## config.mk

```make
export PLATFORM = sky130hd
export DESIGN_NAME = fetch_stage
export DESIGN_NICKNAME = d
export VERILOG_FILES = /design/src/rtl/fetch_stage.sv
export SDC_FILE = /design/constraint.sdc
export NUM_CORES = 1
export LEC_CHECK = 0
export BUFFER_PORTS_ARGS = -buffer_cell sky130_fd_sc_hd__buf_2
export CAP_MARGIN = 20
export CORE_AREA = 2 2 85 127
export CTS_CLUSTER_DIAMETER = 40
export DETAILED_ROUTE_END_ITERATION = 8
export DIE_AREA = 0 0 87 129
export GPL_TIMING_DRIVEN = 0
export PLACE_DENSITY = 0.71
export SLEW_MARGIN = 20
export SYNTH_ARGS = -nofsm -noshare
export SYNTH_HDL_FRONTEND = slang
export SYNTH_SLANG_ARGS = --single-unit
```

## constraint.sdc

```tcl
create_clock -name CLK -period 2.7 [get_ports CLK]
set_input_delay 0.54 -clock CLK [delete_from_list [all_inputs] [get_ports CLK]]
set_output_delay 0.54 -clock CLK [all_outputs]
set_load 0.02 [all_outputs]
```

## src/rtl/fetch_stage.sv

```systemverilog
// Instruction-fetch stage of the RV32I core.
// Holds the fetch PC, drives a synchronous-read instruction memory and tracks
// whether the word arriving from memory is a real instruction (IF/ID boundary).
// Optional macro FETCH_CNT_EN adds a 32-bit delivered-instruction counter;
// without it fetch_cnt_o is tied to zero.
module fetch_stage #(
   parameter logic [31:0] RESET_PC = 32'h0000_0000,
   parameter int unsigned IMEM_AW  = 10
) (
   input  logic               CLK,
   input  logic               RESET,
   input  logic               stall_i,
   input  logic               redirect_i,
   input  logic [31:0]        target_i,
   output logic               imem_en_o,
   output logic [IMEM_AW-1:0] imem_addr_o,
   input  logic [31:0]        imem_rdata_i,
   output logic [31:0]        instr_o,
   output logic [6:0]         opcode_o,
   output logic [31:0]        pc_o,
   output logic               valid_o,
   output logic [31:0]        fetch_cnt_o
);

   localparam logic [31:0] NOP = 32'h0000_0013;

   logic [31:0] pc_f;   // address being issued to memory this cycle
   logic [31:0] pc_d;   // PC of the word now on imem_rdata_i
   logic        v_d;    // imem_rdata_i holds a real instruction

   // PC and valid tracking: reset > redirect > stall > run
   always_ff @(posedge CLK) begin
      if (RESET) begin
         pc_f <= RESET_PC;
         pc_d <= RESET_PC;
         v_d  <= 1'b0;
      end else if (redirect_i) begin
         // The word returned next cycle belongs to the old path: squash it
         pc_f <= target_i & ~32'h3;
         v_d  <= 1'b0;
      end else if (!stall_i) begin
         pc_d <= pc_f;
         v_d  <= 1'b1;
         pc_f <= pc_f + 32'd4;
      end
   end

   // Memory holds its output register while stalled, keeping instr_o stable
   assign imem_en_o   = ~stall_i | redirect_i;
   assign imem_addr_o = pc_f[IMEM_AW+1:2];

   // Outputs depend only on state and memory data, never on stall/redirect
   assign instr_o  = v_d ? imem_rdata_i : NOP;
   assign opcode_o = instr_o[6:0];
   assign pc_o     = pc_d;
   assign valid_o  = v_d;

`ifdef FETCH_CNT_EN
   logic [31:0] fetch_cnt;

   // Count instructions actually handed to decode (valid and not held/squashed)
   always_ff @(posedge CLK) begin
      if (RESET) begin
         fetch_cnt <= 32'd0;
      end else if (v_d && !stall_i && !redirect_i) begin
         fetch_cnt <= fetch_cnt + 32'd1;
      end
   end

   assign fetch_cnt_o = fetch_cnt;
`else
   assign fetch_cnt_o = 32'd0;
`endif

endmodule

```

Word-level counts from Yosys, hierarchy flattened
Cells that the tools add are included.
{"block": "totals", "regBits": 65, "inputBits": 68, "out_inout_bits": 115, "wordCells": 14}
{"block": "classes", "add_sub_neg": 1, "eq_ne": 1, "mux": 3, "bitwise": 3, "n_reduce_logical": 2}
{"cell": "32-bit 2-to-1 mux", "n": 3}
{"cell": "32-bit by 3-bit adder with 32-bit output (second input constant)", "n": 1}
{"cell": "2-bit by 1-bit != test with 1-bit output (second input constant)", "n": 1}
{"cell": "1-bit NOT", "n": 2}
{"cell": "2-bit AND reduction", "n": 1}
{"cell": "2-bit OR reduction", "n": 1}
{"cell": "1-bit bitwise OR", "n": 1}

Logic depth before layout (Yosys ltp)
Gate-level depths: netlist (run 1).
{"block": "depth", "word_depth": 3, "depth_mapped": 6, "mapped_depth_nobuf": 5}

Least setup slack after synthesis (run 1)
Ideal clock, no wire load.
{"block": "synth_path", "path_kind": "register to register", "start": "register pc_f[10]", "end": "register pc_f[29]", "setup_ps": 91, "arrival_ps": 1942, "path_slack_ps": 667, "stages_incl_launch_ff": 6, "n_path_buf": 1, "period_less_slack_ps": 2033, "path_cell_list": "dfxtp_1 -> nand4_2 -> or4_1 -> buf_2 -> or4_1 -> a311oi_1"}
{"block": "synth_via", "elab_chain_cells": 3}
{"element": "from (decl)", "line_no": "27", "source": "logic [31:0] pc_f;"}
{"element": "from (signal assigned)", "line_no": "39", "source": "pc_f <= target_i & ~32'h3;"}
{"element": "from (signal assigned)", "line_no": "44", "source": "pc_f <= pc_f + 32'd4;"}
{"element": "32-bit by 3-bit adder with 32-bit output", "line_no": "44"}
{"element": "32-bit 2-to-1 mux", "line_no": "41", "source": "end else if (!stall_i) begin"}
{"element": "32-bit 2-to-1 mux", "line_no": "37", "source": "end else if (redirect_i) begin"}
No other way between the ends. The select of a mux whose other input is x is not followed.
A chain may end at the register's enable or synchronous reset.

Worst setup path in the final report (run 1)
{"block": "layout_path", "start": "input port redirect_i", "end": "output port imem_en_o"}
{"block": "layout_via", "elab_chain_cells": 1}
{"element": "from (decl)", "line_no": "13", "source": "input logic redirect_i,"}
{"element": "1-bit bitwise OR", "line_no": "49", "source": "assign imem_en_o = ~stall_i | redirect_i;"}
{"element": "to (decl)", "line_no": "15", "source": "output logic imem_en_o,"}
No other way between the ends.

==> results.ini, run 1 <==
[clock_tree]
clkLatencyLatePin_ns = 0.32
clock_sinks = 61
cts_tree = built
cts.repair.resized = 0
clk_path_buf_depth = 2
h-tree-depth = 3
numCtsBuffers = 9
path_clk_slew_ns = 0.05
ctsHoldBuffers = 0
post_cts_buffers = 0
cts_root_buf = clkbuf_16

[layout]
fillers = 1033
num_antenna_cells = 0
area_growth_pct = 37.1
regArea_mm2 = 0.00122
nets = 707
drive_above_1_share_pct = 33.8
multiInputGateArea_mm2 = 0.00185
final_cells = 759

[die]
ios = 183
dieArea_mm2 = 0.0112
core_area_mm2 = 0.0101
start_util_pct = 34.3
fp.dieH_um = 129
die_w_um = 87
row_count = 45

[run]
drv_cap = 0

[synth]
ys_seq_elements = 61
synth_top_area_share_pct = 35.3
synthAdderAreaFrac_pct = 0.362
synth_top_family_by_area = simple AND/OR/NAND/NOR gates
synth-simple-area-share_pct = 31.4
synth_cell_types = 44
synth_flop_cell = dfxtp_1
synth_top_area_cell = dfxtp_1
synth_cells = 448
yosys_warnings = 0
ys_top_cells_by_area = dfxtp_1 35%, buf_4 11%, nand2_1 8.7%
yosys-top-cells-count = 80 x nand2_1, 61 x dfxtp_1, 51 x buf_4
synth_compound_area_share_pct = 14.5
synth.mux.area_fraction_pct = 0.579
yosys.area_share.xor_xnor_pct = 3.04
synthArstFlopShare_pct = 0
synth_most_common_cell = nand2_1
avgSynthCellArea_um2 = 7.72
synth_area_mm2 = 0.00346
synth_edf_count = 0
yosysSeqAreaShare_pct = 35.3

[worst_setup_path]
r2r_start = pc_f[7]$_SDFFE_PP0P_
regToRegEndpoint = pc_f[27]$_SDFFE_PP0P_
slowest_stage = clkbuf_1
crit_family = buffers and inverters
cp_max_fo = 10
crit_required_ns = 2.16
reg2reg_depth = 5
crit_path_max_incr_delay_ns = 0.49
critPathCaptureType = output port
critPathBufInv = 5
cp.arrival_ns = 1.90
rrSetupSlack_ns = 0.41
crit_type = in -> out
start_kind = input pin
path_cells = buf_2 > inv_1 > clkbuf_1 > clkbuf_1 > nand2_1 > buf_2

[power]
pwr_density_cell_mw_per_mm2 = 532
irDropWorstVdd_mv = 0.277
p_leak_nw = 2.21
power_mw = 2.52

[routing]
vias = 3733
ant_nets = 0
wl_per_cell_um = 14.8
drc = 0
first_iter_violations = 174
viasPerCell = 4.92
wl_um = 11200
firstDrtPassIters = 5

[placed_design]
placedCellCount = 744
place_congestion = 0.890
place_hpwl_um = 8760
port_buffers = 146

[timing]
finalSetupViolCount = 0
finalSetupTns_ns = 0
tightest_slew_ns = 0.651
max_slew_margin_pct = 56.3
fin_skew_ns = 0.00500
period_needed_ns = 2.44
fmaxAchievable_mhz = 410
finalHoldViolCount = 0
min_period_over_period_pct = 90.4
rsz0062_at_grt = false
finalMaxSlewViolations = 0

[min_path]
min_from = target_i[4]
hold_path.class = in -> reg
holdPathEnd = pc_f[4]$_SDFFE_PP0P_
worstHoldPathCells = 2

[grt]
grt_pass1_vias = 3638
grt_antenna_before_repair = 0
overflow = 0
grt_max_degree = 11
grt_pass1_wl_um = 17400
grt_util_all_layers_pct = 20.0

[outcome]
outcome = completed

-- area by class of cell --
class,count,share of cell area (%)
flip-flops and latches,61,25.8
repair buffers,146,15.4
well taps,117,3.09
inverters,5,0.396
clock inverters,5,1.11
clock buffers,10,4.83
multi-input cells,336,39.1
plain buffers,79,10.3
-- per-layer routing --
| metal | share of wire (%) | routed length, um | up-vias | GRT usage [%] |
|---|---|---|---|---|
| met2 | 53 | 5940 | 159 | 37.1 |
| met3 | 6.2 | 699 | 20 | 3.53 |
| met5 | 0 | 0 | - | 0 |
| met4 | 2.5 | 284 | 0 | 9.28 |
| met1 | 38 | 4290 | 1690 | 21.4 |
| li1 | - | - | 1864 | - |
-- report_power, final --
group          switching (mW)  internal [mW]  leakage, nW  total (mW)
registers              0.0558          0.946        0.501        1.00
logic                   0.245          0.175         1.57       0.420
clock network           0.397          0.703        0.138        1.10
-- flip-flops by register name (all words and copies together), names as in the netlist --
register,flops
pc_f,30
pc_o,30
valid_o,1
-- layout by cell type, fill, tap and decap left out, types with 4 or more instances in the layout --
master / n
a311oi_1: 6
or4_1: 6
nand4_1: 12
a21oi_1: 34
clkbuf_1: 25
nor3_1: 7
xnor2_1: 11
buf_4: 51
buf_2: 148
clkbuf_16: 9
and3_1: 7
nor4_1: 11
a211oi_1: 11
o31ai_1: 4
conb_1: 34
inv_1: 5
nor2_1: 27
and4_1: 4
nand3_1: 7
dfxtp_1: 61
nor2b_1: 4
nand2b_1: 5
and2_1: 30
nand2_1: 80
-- worst register-to-register path, stage by stage, from the launching register on --
cell	delay (ns)
dfxtp_1	0.46
nand3_1	0.23
or3_1	0.41
clkbuf_1	0.23
or4_1	0.54
a311oi_1	0.32
-- how the worst max path moves through the flow --
stage                     slack, ns             startpoint                    end  depth (start not counted)
final                          0.26             redirect_i              imem_en_o                          6
after global routing           0.08             redirect_i              imem_en_o                          6
after CTS                      0.23             redirect_i              imem_en_o                          6
after detailed placement       0.23             redirect_i              imem_en_o                          6
after global placement         0.25             redirect_i              imem_en_o                          6
after floorplan                0.67  pc_f[10]$_SDFFE_PP0P_  pc_f[29]$_SDFFE_PP0P_                          5
-- kinds of logic after synthesis --
logic type               Yosys count
XOR/XNOR                          12
other                              1
AND/OR/NAND/NOR                  213
AO/OA/AOI/OAI                     74
buffers and inverters             84
adder cells (fa/ha/maj)            1
multiplexers                       2
flip-flops                        61
-- through the flow --
stage	util, %	hold WS (ns)	instance area, um^2	setup slack, ns
2_1_floorplan	-	0.448	3580	0.667
3_3_place_gp	44.2	0.442	4460	0.247
3_5_place_dp	44.2	0.444	4460	0.232
4_1_cts	47.0	0.446	4740	0.233
5_1_grt	47.0	0.453	4740	0.0768
6_report	47.0	0.452	4740	0.258
(Power assumes the default switching activity.)
==> run 2: changes to the inputs <==
==> constraint.sdc (replaced) <==
create_clock -name CLK -period 2.3 [get_ports CLK]
set_input_delay 0.46 -clock CLK [delete_from_list [all_inputs] [get_ports CLK]]
set_output_delay 0.46 -clock CLK [all_outputs]
set_load 0.02 [all_outputs]
==> results.ini, run 2 (synthesis results as in run 1) <==
[worst_setup_path]
r2r_start = pc_f[15]$_SDFFE_PP0P_  ; was pc_f[7]$_SDFFE_PP0P_
rrSetupSlack_ns = 0.08  ; was 0.41 ns
crit_start = pc_f[15]$_SDFFE_PP0P_  ; was redirect_i
cp.arrival_ns = 2.43  ; was 1.90 ns
start_kind = register  ; was input pin
crit_required_ns = 2.51  ; was 2.16 ns
critPathCaptureType = register  ; was output port
cp_max_fo = 9  ; was 10
regToRegEndpoint = pc_f[27]$_SDFFE_PP0P_  ; unchanged
reg2reg_depth = 5  ; unchanged
crit_type = reg -> reg  ; was in -> out
cp-endpoint = pc_f[27]$_SDFFE_PP0P_  ; was imem_en_o

[routing]
drc = 0  ; unchanged
vias = 3733  ; unchanged
first_iter_violations = 158  ; was 174
wl_per_cell_um = 14.8  ; about the same
viasPerCell = 4.92  ; unchanged
firstDrtPassIters = 4  ; was 5
ant_nets = 0  ; unchanged
wl_um = 11300  ; was 11200 um

[clock_tree]
clkLatencyLatePin_ns = 0.32  ; about the same
clk_path_buf_depth = 2  ; unchanged
path_clk_slew_ns = 0.05  ; about the same
clock_sinks = 61  ; unchanged
numCtsBuffers = 9  ; unchanged
cts_tree = built  ; unchanged
h-tree-depth = 3  ; unchanged
cts_root_buf = clkbuf_16  ; unchanged

[run]
drv_cap = 0  ; unchanged

[grt]
overflow = 0  ; unchanged
grtUsageMet3_pct = 3.53  ; unchanged
grtUsageMet1_pct = 21.4  ; unchanged
grt_pass1_wl_um = 17400  ; unchanged
grt_pass1_vias = 3638  ; unchanged
grt-busiest-layer = met2  ; unchanged
grt_max_degree = 11  ; unchanged
grt_antenna_before_repair = 0  ; unchanged
grt_util_all_layers_pct = 20.0  ; unchanged
use_met2_pct = 37.1  ; unchanged

[die]
core_area_mm2 = 0.0101  ; unchanged
dieArea_mm2 = 0.0112  ; unchanged
fp.dieH_um = 129  ; unchanged
ios = 183  ; unchanged
row_count = 45  ; unchanged
start_util_pct = 34.3  ; unchanged
die_w_um = 87  ; unchanged

[layout]
num_antenna_cells = 0  ; unchanged
drive_above_1_share_pct = 35.0  ; was 33.8%
area_growth_pct = 37.8  ; was 37.1%
fillers = 1031  ; was 1033
final_cell_mix = 148 x buf_2, 80 x nand2_1, 58 x dfxtp_1, 53 x buf_4  ; was 148 x buf_2, 80 x nand2_1, 61 x dfxtp_1, 51 x buf_4
nets = 707  ; unchanged
stdcell_area_mm2 = 0.00476  ; was 0.00474 mm^2
final_common_cell = buf_2  ; unchanged

[power]
irDropWorstVdd_mv = 0.321  ; was 0.277 mV
p_leak_nw = 2.22  ; was 2.21 nW
pwr_density_cell_mw_per_mm2 = 621  ; was 532 mW/mm^2

[placed_design]
place_area_mm2 = 0.00446  ; unchanged
place_hpwl_um = 8760  ; unchanged
port_buffers = 146  ; unchanged
place_congestion = 0.890  ; unchanged

[timing]
period_needed_ns = 2.22
finalSetupViolCount = 0  ; unchanged
finalSetupTns_ns = 0  ; unchanged
max_slew_margin_pct = 55.9  ; was 56.3%
fmaxAchievable_mhz = 451
finalHoldViolCount = 0  ; unchanged
fin_skew_ns = 0.00398  ; was 0.00500 ns
tightest_slew_ns = 0.656  ; was 0.651 ns
whs_ns = 0.371  ; was 0.452 ns
finalMaxSlewViolations = 0  ; unchanged
rsz0062_at_grt = false  ; unchanged
min_period_over_period_pct = 96.5

[min_path]
hold_path.class = in -> reg  ; unchanged

[outcome]
outcome = completed  ; unchanged

-- run 2: cell types whose count changed in the layout (fill, tap and decap cells not counted), moves of 2 or more --
| cell | change |
|---|---|
| buf_4 | +2 |
| dfxtp_1 | -3 |
| clkbuf_1 | -3 |
| dfxtp_2 | +3 |
-- run 2: how the worst min path moves through the flow --
stage	start	to	cells after the start
CTS	target_i[4]	pc_f[4]$_SDFFE_PP0P_	2
global route	target_i[4]	pc_f[4]$_SDFFE_PP0P_	2
floorplan	pc_f[31]$_SDFFE_PP0P_	pc_o[31]$_SDFFE_PP0P_	2
detailed placement	pc_o[13]$_SDFFE_PP0P_	pc_o[13]$_SDFFE_PP0P_	2
finish	target_i[4]	pc_f[4]$_SDFFE_PP0P_	2
global placement	pc_o[5]$_SDFFE_PP0P_	pc_o[5]$_SDFFE_PP0P_	2
-- run 2: per-layer routing --
| layer | vias up | wire [um] |
|---|---|---|
| li1 | 1862 | - |
| met1 | 1681 | 4210 |
| met2 | 170 | 6010 |
| met3 | 20 | 777 |
| met4 | 0 | 261 |
| met5 | - | 0 |
-- run 2: layout make-up --
class                      instances  area, um^2  area share, %
timing repair buffer             148         746           15.7
sequential                        61        1220           25.7
buffer                            77         484           10.2
clock buffer                      10         229           4.81
tap                              117         146           3.07
clock inverter                     5        52.6           1.10
multi-input combinational        336        1860           39.1
inverter                           5        18.8          0.394
-- run 2: power by group --
group | internal, mW | switching (mW) | total, mW
clock | 0.826 | 0.461 | 1.29
combinational | 0.205 | 0.286 | 0.491
sequential | 1.11 | 0.0684 | 1.18
total | 2.14 | 0.815 | 2.96
-- run 2: timing repair --
item | CTS | global route
gates cloned | 0 | 0
pin swaps | 0 | 1
buffers inserted | 0 | 2
hold buffers | 0 | 0
endpoints found under the hold margin | 0 | 0
setup endpoints to repair | 1 | 6
gates resized for setup | 1 | 5
-- run 2: worst max-delay path: stages, from the launching register on --
cell and delay, ns:
dfxtp_1 0.45, nand4_1 0.22, or4_1 0.54, buf_2 0.18, or4_1 0.40, a311oi_1 0.32
-- run 2: stage by stage --
stage               power, mW  cells  setup slack [ns]  util, %
global placement         1.68    744           0.00685     44.2
floorplan                1.52    481             0.267        -
finish                   2.96    759            0.0809     47.3
detailed placement       1.69    744          -0.00786     44.2
global route             3.07    759            0.0106     47.3
CTS                      2.97    759           0.00216     47.1
